## config.mk

```make
export PLATFORM = sky130hd
export DESIGN_NAME = neuron_feeder
export DESIGN_NICKNAME = d
export VERILOG_FILES = /design/src/rtl/nn_pkg.sv /design/src/rtl/operand_buf.sv /design/src/rtl/neuron_feeder.sv
export SDC_FILE = /design/constraint.sdc
export NUM_CORES = 1
export LEC_CHECK = 0
export CAP_MARGIN = 20
export CORE_AREA = 2 2 196 198
export CTS_CLUSTER_SIZE = 12
export DETAILED_ROUTE_END_ITERATION = 8
export DIE_AREA = 0 0 198 200
export GPL_ROUTABILITY_DRIVEN = 0
export PLACE_DENSITY_LB_ADDON = 0.2
export SYNTH_ARGS = -nofsm -noshare
export SYNTH_HDL_FRONTEND = slang
export SYNTH_SLANG_ARGS = --single-unit
```

## constraint.sdc

```tcl
create_clock -name clk -period 5.9 [get_ports clk]
set_clock_uncertainty 0.2 [all_clocks]
set_input_delay 1.18 -clock clk [delete_from_list [all_inputs] [get_ports clk]]
set_output_delay 1.18 -clock clk [all_outputs]
set_load 0.05 [all_outputs]
```

## src/rtl/nn_pkg.sv

```systemverilog
`default_nettype none
// ============================================================================
// Module   : nn_pkg
// Brief    : Shared operand format, buffer depth and feeder state encoding.
// Revision : 1.0  initial release
// ============================================================================
package nn_pkg;

    localparam int DATA_W = 16;
    localparam int FRAC_W = 8;
    localparam int DEPTH  = 16;

    typedef enum logic [2:0] {
        ST_IDLE   = 3'd0,
        ST_CLEAR  = 3'd1,
        ST_STREAM = 3'd2,
        ST_BIAS   = 3'd3,
        ST_WAIT   = 3'd4,
        ST_HOLD   = 3'd5
    } feeder_state_e;

endpackage
`default_nettype wire

```

## src/rtl/operand_buf.sv

```systemverilog
`default_nettype none
// ============================================================================
// Module   : operand_buf
// Brief    : DEPTH x (input,weight) register file, sync write, async read.
// Revision : 1.0  initial release
// ============================================================================
module operand_buf #(
    parameter int DATA_W = nn_pkg::DATA_W,
    parameter int DEPTH  = nn_pkg::DEPTH,
    parameter int ADDR_W = (DEPTH > 1) ? $clog2(DEPTH) : 1
) (
    input  logic              clk,
    input  logic              we_i,
    input  logic [ADDR_W-1:0] waddr_i,
    input  logic [DATA_W-1:0] win_i,
    input  logic [DATA_W-1:0] wwgh_i,
    input  logic [ADDR_W-1:0] raddr_i,
    output logic [DATA_W-1:0] rin_o,
    output logic [DATA_W-1:0] rwgh_o
);
    import nn_pkg::*;

    // Contents deliberately survive reset.
    logic [2*DATA_W-1:0] mem_q [DEPTH];

    always_ff @(posedge clk) begin
        if (we_i) begin
            mem_q[waddr_i] <= {win_i, wwgh_i};
        end
    end

    assign {rin_o, rwgh_o} = mem_q[raddr_i];

endmodule
`default_nettype wire

```

## src/rtl/neuron_feeder.sv

```systemverilog
`default_nettype none
// ============================================================================
// Module   : neuron_feeder
// Brief    : Streams buffered operand pairs and a bias into a neuron, then
//            holds the neuron result behind a valid/ready handshake.
// Revision : 1.0  initial release
// ============================================================================
module neuron_feeder #(
    parameter  int DATA_W  = nn_pkg::DATA_W,
    parameter  int DEPTH   = nn_pkg::DEPTH,
    parameter  int NRN_LAT = 1,
    localparam int ADDR_W  = (DEPTH > 1) ? $clog2(DEPTH) : 1
) (
    input  logic              clk,
    input  logic              rst,
    input  logic              wr_en,
    input  logic [ADDR_W-1:0] wr_addr,
    input  logic [DATA_W-1:0] wr_in,
    input  logic [DATA_W-1:0] wr_wgh,
    input  logic              bias_we,
    input  logic [DATA_W-1:0] bias_in,
    input  logic [ADDR_W:0]   len,
    input  logic              start,
    output logic              busy,
    output logic              err,
    output logic              nrn_clr,
    output logic              nrn_en,
    output logic              nrn_mac,
    output logic [DATA_W-1:0] nrn_in,
    output logic [DATA_W-1:0] nrn_wgh,
    output logic [DATA_W-1:0] nrn_bias,
    input  logic [DATA_W-1:0] nrn_out,
    output logic [DATA_W-1:0] res,
    output logic              res_valid,
    input  logic              res_ready
);
    import nn_pkg::*;

    localparam int              LAT_W   = (NRN_LAT > 1) ? $clog2(NRN_LAT) : 1;
    localparam logic [ADDR_W:0] LEN_MAX = (ADDR_W + 1)'(DEPTH);
    localparam logic [ADDR_W:0] LEN_ONE = (ADDR_W + 1)'(1);

    feeder_state_e     state_q, state_d;
    logic [ADDR_W-1:0] idx_q, idx_d;
    logic [ADDR_W:0]   len_q, len_d;
    logic [LAT_W-1:0]  wcnt_q, wcnt_d;
    logic              err_q, err_d;
    logic [DATA_W-1:0] res_q, res_d;
    logic              res_valid_q, res_valid_d;
    logic [DATA_W-1:0] bias_q;

    logic              w_idle;
    logic              w_len_ok;
    logic [DATA_W-1:0] w_rd_in;
    logic [DATA_W-1:0] w_rd_wgh;

    assign w_idle   = (state_q == ST_IDLE);
    assign w_len_ok = (len != '0) && (len <= LEN_MAX);

    // Writes are gated to IDLE so the operands cannot change under a run.
    operand_buf #(
        .DATA_W (DATA_W),
        .DEPTH  (DEPTH),
        .ADDR_W (ADDR_W)
    ) u_buf (
        .clk     (clk),
        .we_i    (wr_en && w_idle),
        .waddr_i (wr_addr),
        .win_i   (wr_in),
        .wwgh_i  (wr_wgh),
        .raddr_i (idx_q),
        .rin_o   (w_rd_in),
        .rwgh_o  (w_rd_wgh)
    );

    always_ff @(posedge clk) begin
        if (bias_we && w_idle) begin
            bias_q <= bias_in;
        end
    end

    always_comb begin
        state_d     = state_q;
        idx_d       = idx_q;
        len_d       = len_q;
        wcnt_d      = wcnt_q;
        err_d       = 1'b0;
        res_d       = res_q;
        res_valid_d = res_valid_q;
        nrn_clr     = 1'b0;
        nrn_en      = 1'b0;
        nrn_mac     = 1'b0;
        nrn_in      = '0;
        nrn_wgh     = '0;
        nrn_bias    = '0;
        case (state_q)
            ST_IDLE: begin
                if (start) begin
                    if (w_len_ok) begin
                        len_d   = len;
                        state_d = ST_CLEAR;
                    end else begin
                        err_d = 1'b1;
                    end
                end
            end
            ST_CLEAR: begin
                nrn_clr = 1'b1;
                idx_d   = '0;
                state_d = ST_STREAM;
            end
            ST_STREAM: begin
                nrn_en  = 1'b1;
                nrn_in  = w_rd_in;
                nrn_wgh = w_rd_wgh;
                if ({1'b0, idx_q} == (len_q - LEN_ONE)) begin
                    idx_d   = '0;
                    state_d = ST_BIAS;
                end else begin
                    idx_d = idx_q + ADDR_W'(1);
                end
            end
            ST_BIAS: begin
                nrn_en   = 1'b1;
                nrn_mac  = 1'b1;
                nrn_bias = bias_q;
                wcnt_d   = '0;
                state_d  = ST_WAIT;
            end
            ST_WAIT: begin
                if (wcnt_q == LAT_W'(NRN_LAT - 1)) begin
                    res_d       = nrn_out;
                    res_valid_d = 1'b1;
                    state_d     = ST_HOLD;
                end else begin
                    wcnt_d = wcnt_q + LAT_W'(1);
                end
            end
            ST_HOLD: begin
                if (res_ready) begin
                    res_valid_d = 1'b0;
                    state_d     = ST_IDLE;
                end
            end
            default: state_d = ST_IDLE;
        endcase
    end

    always_ff @(posedge clk) begin
        if (!rst) begin
            state_q     <= ST_IDLE;
            idx_q       <= '0;
            len_q       <= '0;
            wcnt_q      <= '0;
            err_q       <= 1'b0;
            res_q       <= '0;
            res_valid_q <= 1'b0;
        end else begin
            state_q     <= state_d;
            idx_q       <= idx_d;
            len_q       <= len_d;
            wcnt_q      <= wcnt_d;
            err_q       <= err_d;
            res_q       <= res_d;
            res_valid_q <= res_valid_d;
        end
    end

    assign busy      = !w_idle;
    assign err       = err_q;
    assign res       = res_q;
    assign res_valid = res_valid_q;

endmodule
`default_nettype wire

```

== Word level (Yosys, flattened, before mapping) ==
Memory sizes are Yosys's and may differ from the RTL's. A register that Yosys moved wholly into a read port is not among the register bits.
Index checks and enable logic that the tools add are counted.
Word-level totals
  register bits: 47
  RAM bits: 512
  output and inout port bits: 70
  word-level logic and storage cells: 64
  memories kept: 1
Memory list
  u_buf.mem_q: words 16, bits a word 32, read ports 1, clocked after Yosys merged registers in 1, wr ports 1, RTL line operand_buf.sv:24  | logic [2*DATA_W-1:0] mem_q [DEPTH];
Operators by class
  $add $sub $neg: 3
  magnitude comparators: 1
  eq/ne operators: 11
  mux-type cells: 24
  bitwise operators: 1
  reduce and logical (&&, ||, !) cells: 15
Operator list (count)
  2-to-1 mux 16 bit: 3
  case mux 3 bit (6 select lines): 1
  2-to-1 mux 3 bit: 5
  2-to-1 mux 4 bit: 3
  2-to-1 mux 1 bit: 9
  AND reduction 3 bit: 3
  inequality test 2 bit (second input constant): 4
  case mux 4 bit (2 select lines): 1
  == test 3 x 2 -> 1 bit (second input constant): 2
  == test 3 bit (second input constant): 2
  nonzero test 2 bit: 3
  == test 4 x 5 -> 1 bit: 1
  less-or-equal comparator 5 bit (second input constant): 1
  AND reduction 5 bit: 1
  nonzero test 5 bit: 1
  subtractor 5 x 1 -> 5 bit (second input constant): 1
  adder 4 x 1 -> 4 bit (second input constant): 1
  case mux 1 bit (2 select lines): 2
  == test 3 x 1 -> 1 bit (second input constant): 1
  logical AND 1 bit: 3
  logical NOT 3 bit: 1
  inequality test 2 x 1 -> 1 bit (second input constant): 1
  AND reduction 2 bit: 1
  OR reduction 2 bit: 1
  other kinds (3): 3

== Depth between registers and ports, before layout ==
  depth in word-level cells: 6
  depth in mapped cells: 7

== Cells and area by module ==
Synthesis repeated with hierarchy kept, for this count alone.
Unflattened totals
  cell total of the unflattened synthesis: 1032
  area total of the unflattened synthesis: 21383.0 sq um
By module, submodules not included
  operand_buf: times used 1, cells an instance 806, area an instance 19194.7 sq um, sequential area each 15374.7 sq um
  neuron_feeder: times used 1, cells an instance 226, area an instance 2188.3 sq um, sequential area each 1081.0 sq um

== Least setup slack after synthesis ==
OpenSTA, ideal clock, no wires.
  path kind: input -> register
  start point: in wr_addr[1]
  end point: mem u_buf.mem_q[0][0] (netlist bit), enable pin
  library setup time: 461 ps
  arrival: 3821 ps
  required time: 5239 ps
  path slack: 1418 ps
  stages: 2
  buffers on the path: 0
  cell sequence: or3_1 -> nor3_1
RTL lines
  start, declared: RTL line neuron_feeder.sv:17  | input logic [ADDR_W-1:0] wr_addr,
  end, declared: RTL line operand_buf.sv:24
Straight into the memory's write port.

==> flow_summary.json <==
{
  "outcome": "finished clean",
  "netSwitchingPower_mw": 2.42,
  "cp.required_ns": 4.52,
  "post_synth_instance_area_sq_um": 21500,
  "clock-sinks": 562,
  "maxCapViolCount": 0,
  "crit_type": "flip-flop to primary output",
  "cts_made_buffers": 55,
  "p_int_mw": 7.05,
  "critical-path-max-stage-delay_ns": 0.75,
  "synthArstFlopShare": 0,
  "netlist-cell-type-count": 38,
  "combPwrFrac": 0.181,
  "p_per_area_nw_per_um2": 374,
  "htree_levels": 2,
  "rsz0062_at_grt": "false",
  "syn_nets": 1045,
  "nets": 1227,
  "root_buffer": "clkbuf_16",
  "hold_viol_final": 0,
  "grt_pass1_wl_um": 65400,
  "rows": 71,
  "firstDrtPassIters": 5,
  "synth-seq-cells": 562,
  "r2r_start": "state_q[0]",
  "holdBufCountCts": 0,
  "synth_edf_count": 528,
  "initial_utilization": 0.574,
  "dpl_cell_area_sq_um": 23800,
  "drcViolationCount": 0,
  "slowest_stage": "clkdlybuf4s50_1",
  "syn_to_final_growth_pct": 17.8,
  "cts_resized": 0,
  "dieWidth_um": 198,
  "min_period_ns": 5.12,
  "vias": 10200,
  "layout_common_cells": "edfxtp_1 (528), mux4_2 (160), clkdlybuf4s50_1 (148)",
  "cts_tree": "built",
  "dieArea_sq_um": 39600,
  "clk_latency_ns": 0.59,
  "switching_share": 0.256,
  "cts_setup_buffers": 0,
  "p_leak_nw": 7.73,
  "hp-class": "flip-flop to flip-flop",
  "p_seq_frac": 0.491,
  "mostFrequentLayoutCell": "edfxtp_1",
  "cts.clk_slew.worst_paths_ns": 0.06,
  "end_kind": "primary output",
  "overflow": 0,
  "wl_per_cell_um": 26.5,
  "core_sq_um": 37400,
  "layout-drive-gt1-share": 0.230,
  "relSlewSlack": 0.262,
  "io_buffers": 148,
  "grt_antenna_before_repair": 2,
  "dp_hpwl_um": 23800,
  "cpMostUsedCell": "mux4_2",
  "io_pins": 149,
  "crit_chain": "buf_4 -> mux4_2 -> mux4_2 -> nor2b_1 -> clkdlybuf4s50_1",
  "grt_usage": 0.233,
  "ant_nets": 0,
  "crit_path_max_fanout": 27,
  "finalSetupTns_ns": 0,
  "dieHeight_um": 200,
  "drt_iter0_drc": 991,
  "syn_inst": 964,
  "clkPwrFrac": 0.328,
  "drt-total-wl_um": 44700,
  "slew_viol_final": 0,
  "tightest_slew_ns": 1.10,
  "fin_area_sq_um": 25300,
  "ir_drop_v": 0.000254,
  "post-route-period-util": 0.868,
  "worstPathArrival_ns": 3.74,
  "clock_path_buffers": 3,
  "grt_max_degree": 71,
  "synth-seq-area-share": 0.770,
  "holdCritStartpoint": "res[2]",
  "power_mw": 9.47,
  "grt_pass1_vias": 10100,
  "vias_per_cell": 6.04,
  "setup_viol": 0,
  "cp-start-kind": "flip-flop",
  "synth.avg_cell_area_sq_um": 22.3,
  "synthFlopType": "edfxtp_1",
  "yosysWarnings": 0,
  "fmax_ghz": 0.195
}
==> registers in the layout (all words and copies together) (netlist names), named ones only <==
name,flops
idx_q,4
res,16
state_q,3
u_buf.mem_q,512
err,1
len_q,5
bias_q,16
res_valid,1
==> final timing paths <==
kind                    endpoint  slack (ns)  cells after the start
max reg2reg  u_buf.mem_q[13][14]        2.26                      4
min                       res[2]        0.27                      2
min reg2reg               res[2]        0.27                      2
max                    nrn_in[8]        0.78                      5
==> stage by stage <==
stage / setup slack, ns / hold slack (ns) / cells / utilization
global placement: 1.32 / 0.255 / 1600 / 0.635
global route: 0.559 / 0.291 / 1689 / 0.677
CTS: 0.690 / 0.270 / 1689 / 0.677
finish: 0.780 / 0.265 / 1690 / 0.677
floorplan: 1.42 / 0.309 / 964 / -
detailed placement: 1.33 / 0.262 / 1600 / 0.635
==> synthesized netlist by cell type (2+ instances only) <==
| master | instances | area share |
|---|---|---|
| xnor2_1 | 6 | 0.0024 |
| nor3_1 | 7 | 0.0016 |
| nor2_1 | 18 | 0.0031 |
| inv_1 | 6 | 0.0010 |
| nand3_1 | 4 | 0.00093 |
| a21boi_0 | 17 | 0.0059 |
| dfxtp_1 | 34 | 0.032 |
| nor2b_1 | 39 | 0.011 |
| and3_1 | 17 | 0.0050 |
| ha_1 | 2 | 0.0012 |
| nor3b_1 | 2 | 0.00070 |
| nand2_1 | 42 | 0.0073 |
| and2_1 | 3 | 0.00087 |
| mux2i_1 | 6 | 0.0028 |
| o31ai_1 | 2 | 0.00070 |
| buf_1 | 5 | 0.00087 |
| o21ai_0 | 2 | 0.00047 |
| buf_2 | 17 | 0.0040 |
| mux4_2 | 160 | 0.17 |
| a21oi_1 | 3 | 0.00070 |
| clkbuf_1 | 26 | 0.0045 |
| edfxtp_1 | 528 | 0.74 |
| nand2b_1 | 3 | 0.00087 |
==> final cells by class <==
| class | count | area (sq um) |
|---|---|---|
| sequential | 562 | 16500 |
| multi-input combinational | 347 | 4820 |
| inverter | 6 | 22.5 |
| antenna | 1 | 2.50 |
| clock buffer | 78 | 1480 |
| fill | 2376 | 12100 |
| tap | 511 | 639 |
| timing repair buffer | 174 | 1730 |
| clock inverter | 11 | 66.3 |
==> per-layer routing <==
metal	routed length [um]	GRT usage	up-vias	share of wire
met1	19200	0.344	5380	0.43
met5	9	0	-	0.00020
met4	838	0.0649	2	0.019
met3	3220	0.0439	64	0.072
met2	21500	0.366	407	0.48
li1	-	-	4362	-
==> power groups by stage <==
stage	clock network, mW	logic (mW)	registers (mW)
2_1_floorplan	0	1.26	4.67
3_3_place_gp	0	1.73	4.73
3_5_place_dp	0	1.74	4.74
4_1_cts	3.15	1.75	4.65
5_1_grt	3.30	1.84	4.67
6_report	3.11	1.72	4.65
==> critical path, delay by kind of cell, from the launching register on <==
family	cells	cell delay (ns)
AND/OR/NAND/NOR	1	0.15
buffers and inverters	2	1.17
flip-flops	1	0.71
multiplexers	2	1.07
==> cell families (layout without fill, tap and decap cells) <==
family | Yosys count | after routing | share of synthesized area
simple gates | 140 | 140 | 0.0334
mux | 167 | 167 | 0.171
compound gates | 31 | 31 | 0.0105
fa+ha+maj | 2 | 2 | 0.00117
xor+xnor | 7 | 7 | 0.00285
buf+inv | 55 | 269 | 0.0110
other cells | 0 | 1 | 0
flops | 562 | 562 | 0.770
No activity file was read; power rests on OpenSTA's default activity.
